**src/rtl/gold_pkg.sv**
```systemverilog
`default_nettype none
// ============================================================================
//  Module   : gold_pkg
//  Brief    : Shared constants and types for the gold-coin strip
//             (counter, region producer and bitmap)
//  Revision : 1.0 - initial release
// ============================================================================
package gold_pkg;

    localparam int MAX_COINS       = 5;   // count ceiling
    localparam int COIN_WIDTH_X    = 20;  // pixels per coin along X
    localparam int OBJECT_HEIGHT_Y = 16;  // strip height in rows

    typedef logic [2:0]  gold_t;
    typedef logic [10:0] coord_t;

endpackage : gold_pkg
`default_nettype wire

```
**src/rtl/gold_count_reg.sv**
```systemverilog
`default_nettype none
// ============================================================================
//  Module   : gold_count_reg
//  Brief    : Saturating gold counter with +1 / -1 requests and single-cycle
//             spend accepted / spend denied pulses
//  Revision : 1.0 - initial release
// ============================================================================
module gold_count_reg
    import gold_pkg::*;
#(
    parameter int MAX_COINS = gold_pkg::MAX_COINS
) (
    input  logic  clk,
    input  logic  reset,
    input  logic  add,
    input  logic  spend,
    output gold_t count,
    output logic  spend_ok,
    output logic  spend_denied
);

    gold_t r_count;
    logic  r_spend_ok;
    logic  r_spend_denied;

    // Count update and spend-result pulses; simultaneous add+spend is a
    // net-zero trade that is always accepted, even at 0 or at the ceiling.
    always_ff @(posedge clk) begin
        if (reset) begin
            r_count        <= '0;
            r_spend_ok     <= 1'b0;
            r_spend_denied <= 1'b0;
        end else begin
            r_spend_ok     <= 1'b0;
            r_spend_denied <= 1'b0;
            case ({add, spend})
                2'b10: begin
                    if (r_count < gold_t'(MAX_COINS)) begin
                        r_count <= r_count + gold_t'(1);
                    end
                end
                2'b01: begin
                    if (r_count != '0) begin
                        r_count    <= r_count - gold_t'(1);
                        r_spend_ok <= 1'b1;
                    end else begin
                        r_spend_denied <= 1'b1;
                    end
                end
                2'b11: begin
                    r_spend_ok <= 1'b1;
                end
                default: begin
                end
            endcase
        end
    end

    assign count        = r_count;
    assign spend_ok     = r_spend_ok;
    assign spend_denied = r_spend_denied;

endmodule : gold_count_reg
`default_nettype wire

```
**src/rtl/gold_count_square_object.sv**
```systemverilog
`default_nettype none
// ============================================================================
//  Module   : gold_count_square_object
//  Brief    : Gold-counter strip producer: owns the gold count, latches the
//             displayed count at frame start, blinks after changes and drives
//             bitmap offsets / inside flag with one cycle of latency
//  Revision : 1.0 - initial release
// ============================================================================
module gold_count_square_object
    import gold_pkg::*;
#(
    parameter coord_t TOP_LEFT_X      = 11'd520,
    parameter coord_t TOP_LEFT_Y      = 11'd16,
    parameter int     OBJECT_HEIGHT_Y = gold_pkg::OBJECT_HEIGHT_Y,
    parameter int     COIN_WIDTH_X    = gold_pkg::COIN_WIDTH_X,
    parameter int     MAX_COINS       = gold_pkg::MAX_COINS,
    parameter int     FLASH_FRAMES    = 32
) (
    input  logic         clk,
    input  logic         reset,
    input  logic [10:0]  pixelX,
    input  logic [10:0]  pixelY,
    input  logic         startOfFrame,
    input  logic         goldAdd,
    input  logic         goldSpend,
    output logic [10:0]  offsetX,
    output logic [10:0]  offsetY,
    output logic         InsideRectangle,
    output logic         spendOk,
    output logic         spendDenied,
    output logic [2:0]   goldCount
);

    localparam int FLASH_W = $clog2(FLASH_FRAMES + 1);

    gold_t               w_gold_count;
    gold_t               r_display_count;
    logic [FLASH_W-1:0]  r_flash_cnt;
    logic [3:0]          r_frame_cnt;
    coord_t              r_offset_x;
    coord_t              r_offset_y;
    logic                r_inside;

    coord_t              w_right_edge;
    coord_t              w_bottom_edge;
    logic                w_inside_raw;
    logic                w_hide;
    logic                w_inside;

    gold_count_reg #(
        .MAX_COINS    (MAX_COINS)
    ) u_gold_count_reg (
        .clk          (clk),
        .reset        (reset),
        .add          (goldAdd),
        .spend        (goldSpend),
        .count        (w_gold_count),
        .spend_ok     (spendOk),
        .spend_denied (spendDenied)
    );

    // Frame-start bookkeeping: latch the shown count (pre-update value if a
    // request lands on the same edge) and restart the blink on any change.
    always_ff @(posedge clk) begin
        if (reset) begin
            r_display_count <= '0;
            r_flash_cnt     <= '0;
            r_frame_cnt     <= '0;
        end else if (startOfFrame) begin
            r_frame_cnt     <= r_frame_cnt + 4'd1;
            r_display_count <= w_gold_count;
            if (w_gold_count != r_display_count) begin
                r_flash_cnt <= FLASH_W'(FLASH_FRAMES);
            end else if (r_flash_cnt != '0) begin
                r_flash_cnt <= r_flash_cnt - FLASH_W'(1);
            end
        end
    end

    // Visible region grows with the displayed coin count; zero coins is empty.
    assign w_right_edge  = TOP_LEFT_X + coord_t'(r_display_count) * coord_t'(COIN_WIDTH_X);
    assign w_bottom_edge = TOP_LEFT_Y + coord_t'(OBJECT_HEIGHT_Y);
    assign w_inside_raw  = (pixelX >= TOP_LEFT_X) && (pixelX < w_right_edge) &&
                           (pixelY >= TOP_LEFT_Y) && (pixelY < w_bottom_edge);
    assign w_hide        = (r_flash_cnt != '0) && r_frame_cnt[2];
    assign w_inside      = w_inside_raw && !w_hide;

    // Registered bitmap address; offsets forced to 0 outside so the bitmap
    // index is always in range.
    always_ff @(posedge clk) begin
        if (reset) begin
            r_inside   <= 1'b0;
            r_offset_x <= '0;
            r_offset_y <= '0;
        end else begin
            r_inside   <= w_inside;
            r_offset_x <= w_inside ? (pixelX - TOP_LEFT_X) : '0;
            r_offset_y <= w_inside ? (pixelY - TOP_LEFT_Y) : '0;
        end
    end

    assign offsetX         = r_offset_x;
    assign offsetY         = r_offset_y;
    assign InsideRectangle = r_inside;
    assign goldCount       = w_gold_count;

endmodule : gold_count_square_object
`default_nettype wire

```
**config.mk**
```make
export PLATFORM = sky130hd
export DESIGN_NAME = gold_count_square_object
export DESIGN_NICKNAME = d
export VERILOG_FILES = /design/src/rtl/gold_pkg.sv /design/src/rtl/gold_count_reg.sv /design/src/rtl/gold_count_square_object.sv
export SDC_FILE = /design/constraint.sdc
export NUM_CORES = 1
export LEC_CHECK = 0
export BUFFER_PORTS_ARGS = -buffer_cell sky130_fd_sc_hd__buf_4
export CAP_MARGIN = 20
export CORE_MARGIN = 2
export CORE_UTILIZATION = 40
export CTS_BUF_LIST = sky130_fd_sc_hd__clkbuf_8
export DETAILED_ROUTE_END_ITERATION = 6
export GPL_TIMING_DRIVEN = 0
export PLACE_DENSITY = 0.68
export SLEW_MARGIN = 5
export SYNTH_ARGS = -nofsm -noshare
export SYNTH_HDL_FRONTEND = slang
export SYNTH_SLANG_ARGS = --single-unit
```
**constraint.sdc**
```tcl
create_clock -name clk -period 3.9 [get_ports clk]
set_input_delay 0.78 -clock clk [delete_from_list [all_inputs] [get_ports clk]]
set_output_delay 0.78 -clock clk [all_outputs]
set_load 0.1 [all_outputs]
```
==> impl_metrics.json <==
{
  "status": "finished, final reports clean",
  "coreArea_um2": 5075,
  "top_usage_layer": "met2",
  "gp_congestion": 0.8184,
  "die_w_um": 76.15,
  "synth_edf_count": 0,
  "yosysUniqueCellTypes": 40,
  "muxShareOfSynthArea": 0.01923,
  "cts_hold_buf": 0,
  "portBuffers": 53,
  "synth_top_family_by_area": "simple AND/OR/NAND/NOR gates",
  "p_int_w": 0.0007779,
  "gr-usage-met1": 0.2169,
  "synthArstFlopShare": 0,
  "multi_input_area_um2": 1176,
  "cp.buffers_inverters": 1,
  "cts_root_buf": "clkbuf_8",
  "skew_ns": 0.006234,
  "fin_cells": 349,
  "cts_max_path_buffers": 2,
  "p_sw_w": 0.0004265,
  "final.setup.tns_ns": 0,
  "cts_tree": "yes",
  "clock_sinks": 40,
  "rows": 26,
  "routed_wl_um": 4622,
  "drt_iter0_drc": 61,
  "cp_slowest_cell": "o32ai_1",
  "clock_latency_ns": 0.30,
  "drv_slew": 0,
  "synth_area_leader_cell": "dfxtp_1",
  "synth_area_leaders": "dfxtp_1 38%, ha_1 11%, nor4_1 5.4%, xor2_1 3.8%, nor4b_2 3.6%",
  "pwr-share-clk": 0.283,
  "crit_required_ns": 4.07,
  "grt_first_pass_wirelength_um": 7866,
  "yosysSeqAreaShare": 0.3846,
  "synth_compound_area_frac": 0.09315,
  "place_inst": 341,
  "yosysMostFrequentCell": "dfxtp_1",
  "viasPerCell": 5.146,
  "yosys_most_used_dff": "dfxtp_1",
  "finalCritPeriodShare": 0.7284,
  "first_pass_iters": 4,
  "initial_core_util": 0.4103,
  "cpMostUsedCell": "ha_1",
  "hp-class": "flop to flop",
  "netlist_instances": 218,
  "drive_above_1_share": 0.2688,
  "cts-htree-levels": 2,
  "setup_violations": 0,
  "rsz0062_at_grt": "false",
  "grtUsageTotal": 0.1663,
  "yosys.area_share.adder": 0.1238,
  "clk_pin_slew_ns": 0.08,
  "fillers": 519,
  "peakVddDrop_v": 0.0002575,
  "place_hpwl_um": 3639,
  "syn_to_final_growth_pct": 28.67,
  "grt_max_degree": 14,
  "cpPeakStageDelay_ns": 0.63,
  "synth_commonest_cells": "40 x dfxtp_1, 19 x ha_1, 18 x nor4_1",
  "grt_overflow": 0,
  "cts.repair.resized": 0,
  "synth_simple_gate_area_frac": 0.2572,
  "maxCapViolCount": 0,
  "p_per_area_nw_per_um2": 449.6,
  "synth-xor-area-share": 0.07151,
  "via_count": 1796,
  "yosysWarnings": 0,
  "crit_chain": "ha_1 -> ha_1 -> and3_1 -> nand3_1 -> ha_1 -> nand4b_1 -> o32ai_1 -> buf_2 -> nor4b_2",
  "min_period_ns": 2.841,
  "syn_area_um2": 2082,
  "diodes": 0,
  "p_leak_nw": 1.136,
  "synth_top_area_share": 0.3846,
  "layout.nets": 325,
  "antenna_found_initial": 0,
  "wl_per_cell_um": 13.24,
  "die_y_um": 76.15,
  "use_met2": 0.2661,
  "syn-num-nets": 265,
  "drcViolationCount": 0,
  "cts-buffers-inserted": 5,
  "power_w": 0.001204,
  "post_cts_buffers": 0,
  "synth-seq-cells": 40,
  "seqPwrFrac": 0.400,
  "switching_share": 0.3541,
  "synth_area_per_cell_um2": 9.550,
  "worstSetupStartpointType": "flop",
  "finalHoldViolations": 0,
  "grt_pass1_vias": 1707,
  "max_freq_mhz": 352.0,
  "grt_use_met3": 0.04739,
  "path_max_fanout": 10,
  "ios": 55,
  "critical_path_class": "flop to flop",
  "critPathTopFamily": "adder cells",
  "antenna_left": 0,
  "worstMarginPinSlew_ns": 0.6569,
  "pwr-share-comb": 0.317,
  "critical_path_arrival_ns": 3.01,
  "ff_latch_area_um2": 800.8,
  "dieArea_um2": 5798,
  "worstSetupEndpointType": "flop",
  "relSlewSlack": 0.5607
}
path summary, 6_finish.rpt:
kind               endpoint          startpoint  slack [ns]  cells after the start
min          r_flash_cnt[5]      r_flash_cnt[5]        0.49                      2
min reg2reg  r_flash_cnt[5]      r_flash_cnt[5]        0.49                      2
max              offsetX[0]  r_display_count[0]        1.06                      9
max reg2reg      offsetX[0]  r_display_count[0]        1.06                      9
registers in the layout, indices dropped and copies added, names as in the netlist:
name / flops
r_flash_cnt: 6
u_gold_count_reg.spend_denied: 1
u_gold_count_reg.count: 3
InsideRectangle: 1
r_frame_cnt: 3
u_gold_count_reg.spend_ok: 1
offsetY: 11
r_display_count: 3
offsetX: 11
logic make-up after synthesis:
logic type | after synthesis
buffers and inverters | 23
AOI/OAI and AO/OA | 29
muxes | 4
and+or+nand+nor | 85
adders and majority gates | 20
xor gates and xnor gates | 17
DFF | 40
tightest hold or removal path, delay by kind of cell (launching register included):
family             cells  cell delay [ns]
DFF                    1             0.33
AOI/OAI and AO/OA      2             0.12
per-layer routing:
metal,part of all wire,up-vias,wire length [µm]
met5,0,-,0
met4,0.016,0,72
met3,0.060,5,277
met2,0.46,40,2127
met1,0.46,826,2145
li1,-,925,-
layout make-up:
| class | count | share of cell area |
|---|---|---|
| plain buffers | 10 | 0.02102 |
| clock buffers | 5 | 0.02569 |
| clock inverters | 3 | 0.01588 |
| inverters | 13 | 0.01822 |
| multi-input cells | 155 | 0.4390 |
| flip-flops and latches | 40 | 0.2989 |
| well taps | 70 | 0.03269 |
| repair buffers | 53 | 0.1485 |
power groups by stage:
| stage | combinational, W | clock, W | sequential (W) |
|---|---|---|---|
| after global placement | 0.000373 | 0 | 0.000490 |
| after global routing | 0.000432 | 0.000368 | 0.000489 |
| after detailed placement | 0.000380 | 0 | 0.000491 |
| final | 0.000381 | 0.000341 | 0.000482 |
| after CTS | 0.000382 | 0.000349 | 0.000482 |
| after floorplan | 0.000233 | 0 | 0.000537 |
metrics by stage:
step           worst slack [ns]    util  cell area (µm²)  hold slack, ns
5_1_grt                  0.8534  0.5279             2679          0.5181
6_report                  1.059  0.5279             2679          0.4933
2_1_floorplan             1.235       -             2082          0.4618
4_1_cts                   1.066  0.5279             2679          0.4940
3_3_place_gp              1.155  0.5059             2567          0.4793
3_5_place_dp              1.113  0.5059             2567          0.4799
placed cells by master (no fill, tap or decap), drive strengths merged, types with 2 or more instances in the layout:
master    n
a2111oi   2
a211oi    3
a21boi    2
a21oi     9
a31oi     2
and3      2
buf      58
clkbuf   10
dfxtp    40
ha       19
inv      13
mux2i     4
nand2    10
nand2b    4
nand3     4
nand4b    4
nor2     15
nor3      7
nor4     19
nor4b     9
o21ai     4
o31ai     3
or3       4
or4       3
xnor2     8
xor2      9
Note: power is estimated with default switching activity, not from simulation.
